--- src/rtl/ahb_apb3_bridge.sv ---
// AHB-Lite to APB3 bridge: one outstanding transfer, per-slave decode on HADDR MSBs,
// two-cycle AHB error response for decode errors, PSLVERR and PREADY timeouts.
module ahb_apb3_bridge #(
  parameter int DATA_WIDTH = 32,
  parameter int ADDR_WIDTH = 16,
  parameter int NUM_SLAVES = 4,
  parameter int SEL_BITS   = 4,
  parameter int TIMEOUT    = 16
) (
  input  logic                           HCLK,
  input  logic                           HRESET,
  input  logic                           HSEL,
  input  logic [1:0]                     HTRANS,
  input  logic                           HWRITE,
  input  logic [ADDR_WIDTH-1:0]          HADDR,
  input  logic [DATA_WIDTH-1:0]          HWDATA,
  input  logic                           HREADY,
  output logic                           HREADYOUT,
  output logic                           HRESP,
  output logic [DATA_WIDTH-1:0]          HRDATA,
  output logic [ADDR_WIDTH-1:0]          PADDR,
  output logic [NUM_SLAVES-1:0]          PSEL,
  output logic                           PENABLE,
  output logic                           PWRITE,
  output logic [DATA_WIDTH-1:0]          PWDATA,
  input  logic [NUM_SLAVES*DATA_WIDTH-1:0] PRDATA,
  input  logic [NUM_SLAVES-1:0]          PREADY,
  input  logic [NUM_SLAVES-1:0]          PSLVERR,
  output logic [2:0]                     dbg_state
);

  typedef enum logic [2:0] {
    S_IDLE, S_WWAIT, S_SETUP, S_ACCESS, S_ERR1, S_ERR2
  } state_e;

  localparam int CW = $clog2(TIMEOUT + 1);

  state_e                state_q, state_d;
  logic [ADDR_WIDTH-1:0] addr_q, addr_d;
  logic                  write_q, write_d;
  logic [SEL_BITS-1:0]   idx_q, idx_d;
  logic [DATA_WIDTH-1:0] pwdata_q, pwdata_d;
  logic [DATA_WIDTH-1:0] hrdata_q, hrdata_d;
  logic [CW-1:0]         wait_q, wait_d;

  logic                  accept;
  logic [SEL_BITS-1:0]   haddr_idx;
  logic                  decode_err;
  logic                  sel_ready;
  logic                  sel_err;
  logic [DATA_WIDTH-1:0] sel_rdata;
  logic                  unused_htrans0;

  // Valid/ready: a transfer is taken only when the bus is selected, ready and
  // HTRANS is NONSEQ/SEQ, and only while the bridge itself reports HREADYOUT=1.
  assign accept         = HSEL & HREADY & HTRANS[1];
  assign haddr_idx      = HADDR[ADDR_WIDTH-1 -: SEL_BITS];
  assign decode_err     = 32'(haddr_idx) >= 32'(NUM_SLAVES);
  assign unused_htrans0 = HTRANS[0];

  // Mux the addressed slave's response; an out-of-range index reads as idle.
  always_comb begin
    sel_ready = 1'b0;
    sel_err   = 1'b0;
    sel_rdata = '0;
    for (int i = 0; i < NUM_SLAVES; i++) begin
      if (32'(idx_q) == 32'(i)) begin
        sel_ready = PREADY[i];
        sel_err   = PSLVERR[i];
        sel_rdata = PRDATA[i*DATA_WIDTH +: DATA_WIDTH];
      end
    end
  end

  always_comb begin
    state_d  = state_q;
    addr_d   = addr_q;
    write_d  = write_q;
    idx_d    = idx_q;
    pwdata_d = pwdata_q;
    hrdata_d = hrdata_q;
    wait_d   = wait_q;
    case (state_q)
      S_IDLE, S_ERR2: begin
        state_d = S_IDLE;
        if (accept) begin
          addr_d  = HADDR;
          write_d = HWRITE;
          idx_d   = haddr_idx;
          if (decode_err)  state_d = S_ERR1;
          else if (HWRITE) state_d = S_WWAIT;
          else             state_d = S_SETUP;
        end
      end
      S_WWAIT: begin
        pwdata_d = HWDATA;
        state_d  = S_SETUP;
      end
      S_SETUP: begin
        wait_d  = '0;
        state_d = S_ACCESS;
      end
      S_ACCESS: begin
        if (sel_ready) begin
          if (sel_err) begin
            state_d = S_ERR1;
          end else begin
            state_d = S_IDLE;
            if (!write_q) hrdata_d = sel_rdata;
          end
        end else if (wait_q == CW'(TIMEOUT - 1)) begin
          state_d = S_ERR1;
        end else begin
          wait_d = wait_q + 1'b1;
        end
      end
      S_ERR1:  state_d = S_ERR2;
      default: state_d = S_IDLE;
    endcase
  end

  always_ff @(posedge HCLK or posedge HRESET) begin
    if (HRESET) begin
      state_q  <= S_IDLE;
      addr_q   <= '0;
      write_q  <= 1'b0;
      idx_q    <= '0;
      pwdata_q <= '0;
      hrdata_q <= '0;
      wait_q   <= '0;
    end else begin
      state_q  <= state_d;
      addr_q   <= addr_d;
      write_q  <= write_d;
      idx_q    <= idx_d;
      pwdata_q <= pwdata_d;
      hrdata_q <= hrdata_d;
      wait_q   <= wait_d;
    end
  end

  // APB outputs decode straight from state so PSEL is one-hot only in SETUP/ACCESS.
  always_comb begin
    PSEL = '0;
    if (state_q == S_SETUP || state_q == S_ACCESS) begin
      for (int i = 0; i < NUM_SLAVES; i++) begin
        PSEL[i] = (32'(idx_q) == 32'(i));
      end
    end
  end

  assign PENABLE   = (state_q == S_ACCESS);
  assign PADDR     = addr_q;
  assign PWRITE    = write_q;
  assign PWDATA    = pwdata_q;
  assign HRDATA    = hrdata_q;
  assign HREADYOUT = (state_q == S_IDLE) || (state_q == S_ERR2);
  assign HRESP     = (state_q == S_ERR1) || (state_q == S_ERR2);
  assign dbg_state = state_q;

endmodule

--- config.mk ---
export PLATFORM = sky130hd
export DESIGN_NAME = ahb_apb3_bridge
export DESIGN_NICKNAME = d
export VERILOG_FILES = /design/src/rtl/ahb_apb3_bridge.sv
export SDC_FILE = /design/constraint.sdc
export NUM_CORES = 1
export LEC_CHECK = 0
export ABC_AREA = 1
export BUFFER_PORTS_ARGS = -buffer_cell sky130_fd_sc_hd__buf_2
export CAP_MARGIN = 5
export CORE_AREA = 4 4 109 111
export DETAILED_ROUTE_END_ITERATION = 10
export DIE_AREA = 0 0 113 115
export PLACE_DENSITY = 0.77
export SLEW_MARGIN = 20
export SYNTH_ARGS = -nofsm -noshare
export SYNTH_HDL_FRONTEND = slang
export SYNTH_SLANG_ARGS = --single-unit
--- constraint.sdc ---
create_clock -name HCLK -period 3.94 [get_ports HCLK]
set_input_delay 0.197 -clock HCLK [delete_from_list [all_inputs] [get_ports HCLK]]
set_output_delay 0.197 -clock HCLK [all_outputs]
set_load 0.005 [all_outputs]
==> results.ini <==
[sta]
finalMaxSlewViolations=0
clock_skew_ns=0.0102
finalSetupTns_ns=0
fmax_mhz=373
layout_setup_ws_ns=1.26
tightest_slew_ns=0.808
hold_slack_ns=-0.0458
finalHoldViolCount=58
max-slew-margin-rel=0.461
fin_crit_ns=2.68
grt_setup_unrepaired=no
setup_violations=0
min_period_over_period=0.680

[route]
vias_per_cell=5.25
wl_mm=15.7
vias=5068
avgRoutedWirePerCell_um=16.3
ant_nets=0
drt-initial-drc-count=316
drt_first_pass_iters=5
drc=0

[floorplan]
fp.dieArea_sq_mm=0.0130
fp.dieH_um=115
start_util=0.436
ios=282
coreArea_sq_mm=0.0108
placementRows=38
die_x_um=113

[clocking]
postCtsSetupBuffers=0
hold_buffers=0
clockBufferDepth=2
h-tree-depth=3
cts_resized=0
numClockSinks=89
clk_pin_slew_ns=0.10
clock_latency_ns=0.35
numCtsBuffers=9
cts_tree=done
cts_root_buf=clkbuf_8

[pwr]
power.leakage_uw=0.00344
irDropWorstVdd_v=0.000512
p_per_area_mw_per_mm2=698

[critical_path]
endpoint_kind=flop
path_class=reg -> reg
crit_path_start_kind=flop
rrSetupSlack_ns=1.26
crit_chain=inv_1 -> nor2_4 -> buf_4 -> nand3_1 -> nand2_1 -> nor2_2 -> buf_4 -> nand3_2 -> o21ai_0
cp_max_fo=37
cp_common_cell=buf_4
critical_path_arrival_ns=2.93
cp_num_buf_inv=3
cp_slowest_stage_delay_ns=0.69
crit_required_ns=4.19
critPathTopFamily=simple AND/OR/NAND/NOR gates
cp_slowest_cell=nand3_2

[placement]
gp_congestion=0.791
port_buffers=280
hpwl_mm=11.6
pre_cts_slack_ns=1.23

[synth]
ys_types=23
synthesis.area_sq_mm=0.00470
syn_avg_cell_area_sq_um=8.35
seq_area_frac_synth=0.474
syn_nets=756
yosys_warnings=0
syn_inst=563
ys_ff_latch=89

[global_routing]
grt_overflow_total=0
track_usage=0.237
antenna_found_initial=0
grt_max_degree=64
grt_pass1_wl_mm=24.7
first_global_vias=5053

[layout]
final_nets=1013
final_layout_size_suffix_gt1_frac=0.424
layout-area-overhead-vs-synth_pct=35.6
ff_latch_area_sq_mm=0.00223
fillers=1017
multi_input_area_sq_mm=0.00222
antennaDiodeCount=0

[status]
outcome=complete, but fails checks
violations=hold timing

[min_path]
hold_class=in -> async

[run]
max-cap-violations=0

==> synthesized netlist by cell type, drive strengths merged <==
cell	n	area (sq um)
nand3	142	721
nand2	133	499
dfrtp	89	2230
nand4	62	388
mux2	32	360
buf	27	140
nor2	23	114
clkbuf	18	67.6
inv	16	60.1
o21ai	13	65.1
a21oi	2	10.0
ha	2	25.0
a21boi	1	7.51
nor3	1	5.00
nor3b	1	7.51
or2	1	6.26
==> where the power goes <==
| group | internal [uW] | total (uW) | switching [uW] |
|---|---|---|---|
| combinational | 894 | 2290 | 1390 |
| sequential | 1280 | 1500 | 218 |
| clock | 320 | 670 | 350 |
| total | 2490 | 4450 | 1960 |
==> final cells by class <==
| type | count | share of cell area |
|---|---|---|
| clock buffer | 10 | 0.0216 |
| sequential | 89 | 0.349 |
| multi-input combinational | 413 | 0.347 |
| clock inverter | 6 | 0.0118 |
| timing repair buffer | 291 | 0.233 |
| inverter | 16 | 0.00981 |
| tap | 140 | 0.0275 |
==> stage by stage <==
stage          cell area (sq um)  cells   util  hold WS [ns]  total power, uW
2_1_floorplan               4700    563      -         0.314             2980
6_report                    6380    965  0.591       -0.0458             4450
5_1_grt                     6380    965  0.591       0.00612             4820
4_1_cts                     6380    965  0.591        0.0190             4490
3_3_place_gp                6160    949  0.571         0.399             3750
3_5_place_dp                6160    949  0.571         0.405             3810
==> cell usage in the layout, fill, tap and decap left out, drive strengths merged <==
cell      Yosys  routed
o21ai        13      13
clkinvlp      0       1
nor2         23      23
clkbuf       18      10
clkinv        0       2
nand4        62      62
nand2       133     133
a21boi        1       1
dfrtp        89      89
nor3          1       1
bufinv        0       1
nand3       142     142
nor3b         1       1
or2           1       1
inv          16      18
mux2         32      32
buf          27     291
ha            2       2
a21oi         2       2
==> layer usage <==
layer	GRT usage	routed length [um]
met4	0.0825	206
met1	0.278	5870
met3	0.0689	1710
met5	0	0
met2	0.414	7920
==> flip-flops by register name, summed over array words and instances, names as in the netlist <==
signal,count
PWDATA,32
wait_q,5
dbg_state,3
PADDR,16
PWRITE,1
HRDATA,32
==> cells by family after synthesis <==
group,share of synthesized area
buffers and inverters,0.0569
AO/OA/AOI/OAI,0.0176
adder cells (fa/ha/maj),0.00532
AND/OR/NAND/NOR,0.370
multiplexers,0.0766
flip-flops,0.474
==> final timing paths <==
kind                           start          to  depth (start not counted)
setup / recovery           PADDR[12]  HRDATA[16]                          9
hold / removal                HRESET  PWDATA[28]                          2
setup reg to reg           PADDR[12]  HRDATA[16]                          9
hold reg to reg             PADDR[6]    PADDR[6]                          2
max in group asynchronous     HRESET  HRDATA[17]                          3
min in group HCLK          HADDR[10]   PADDR[10]                          3
Power figures use the tool's default switching activity.
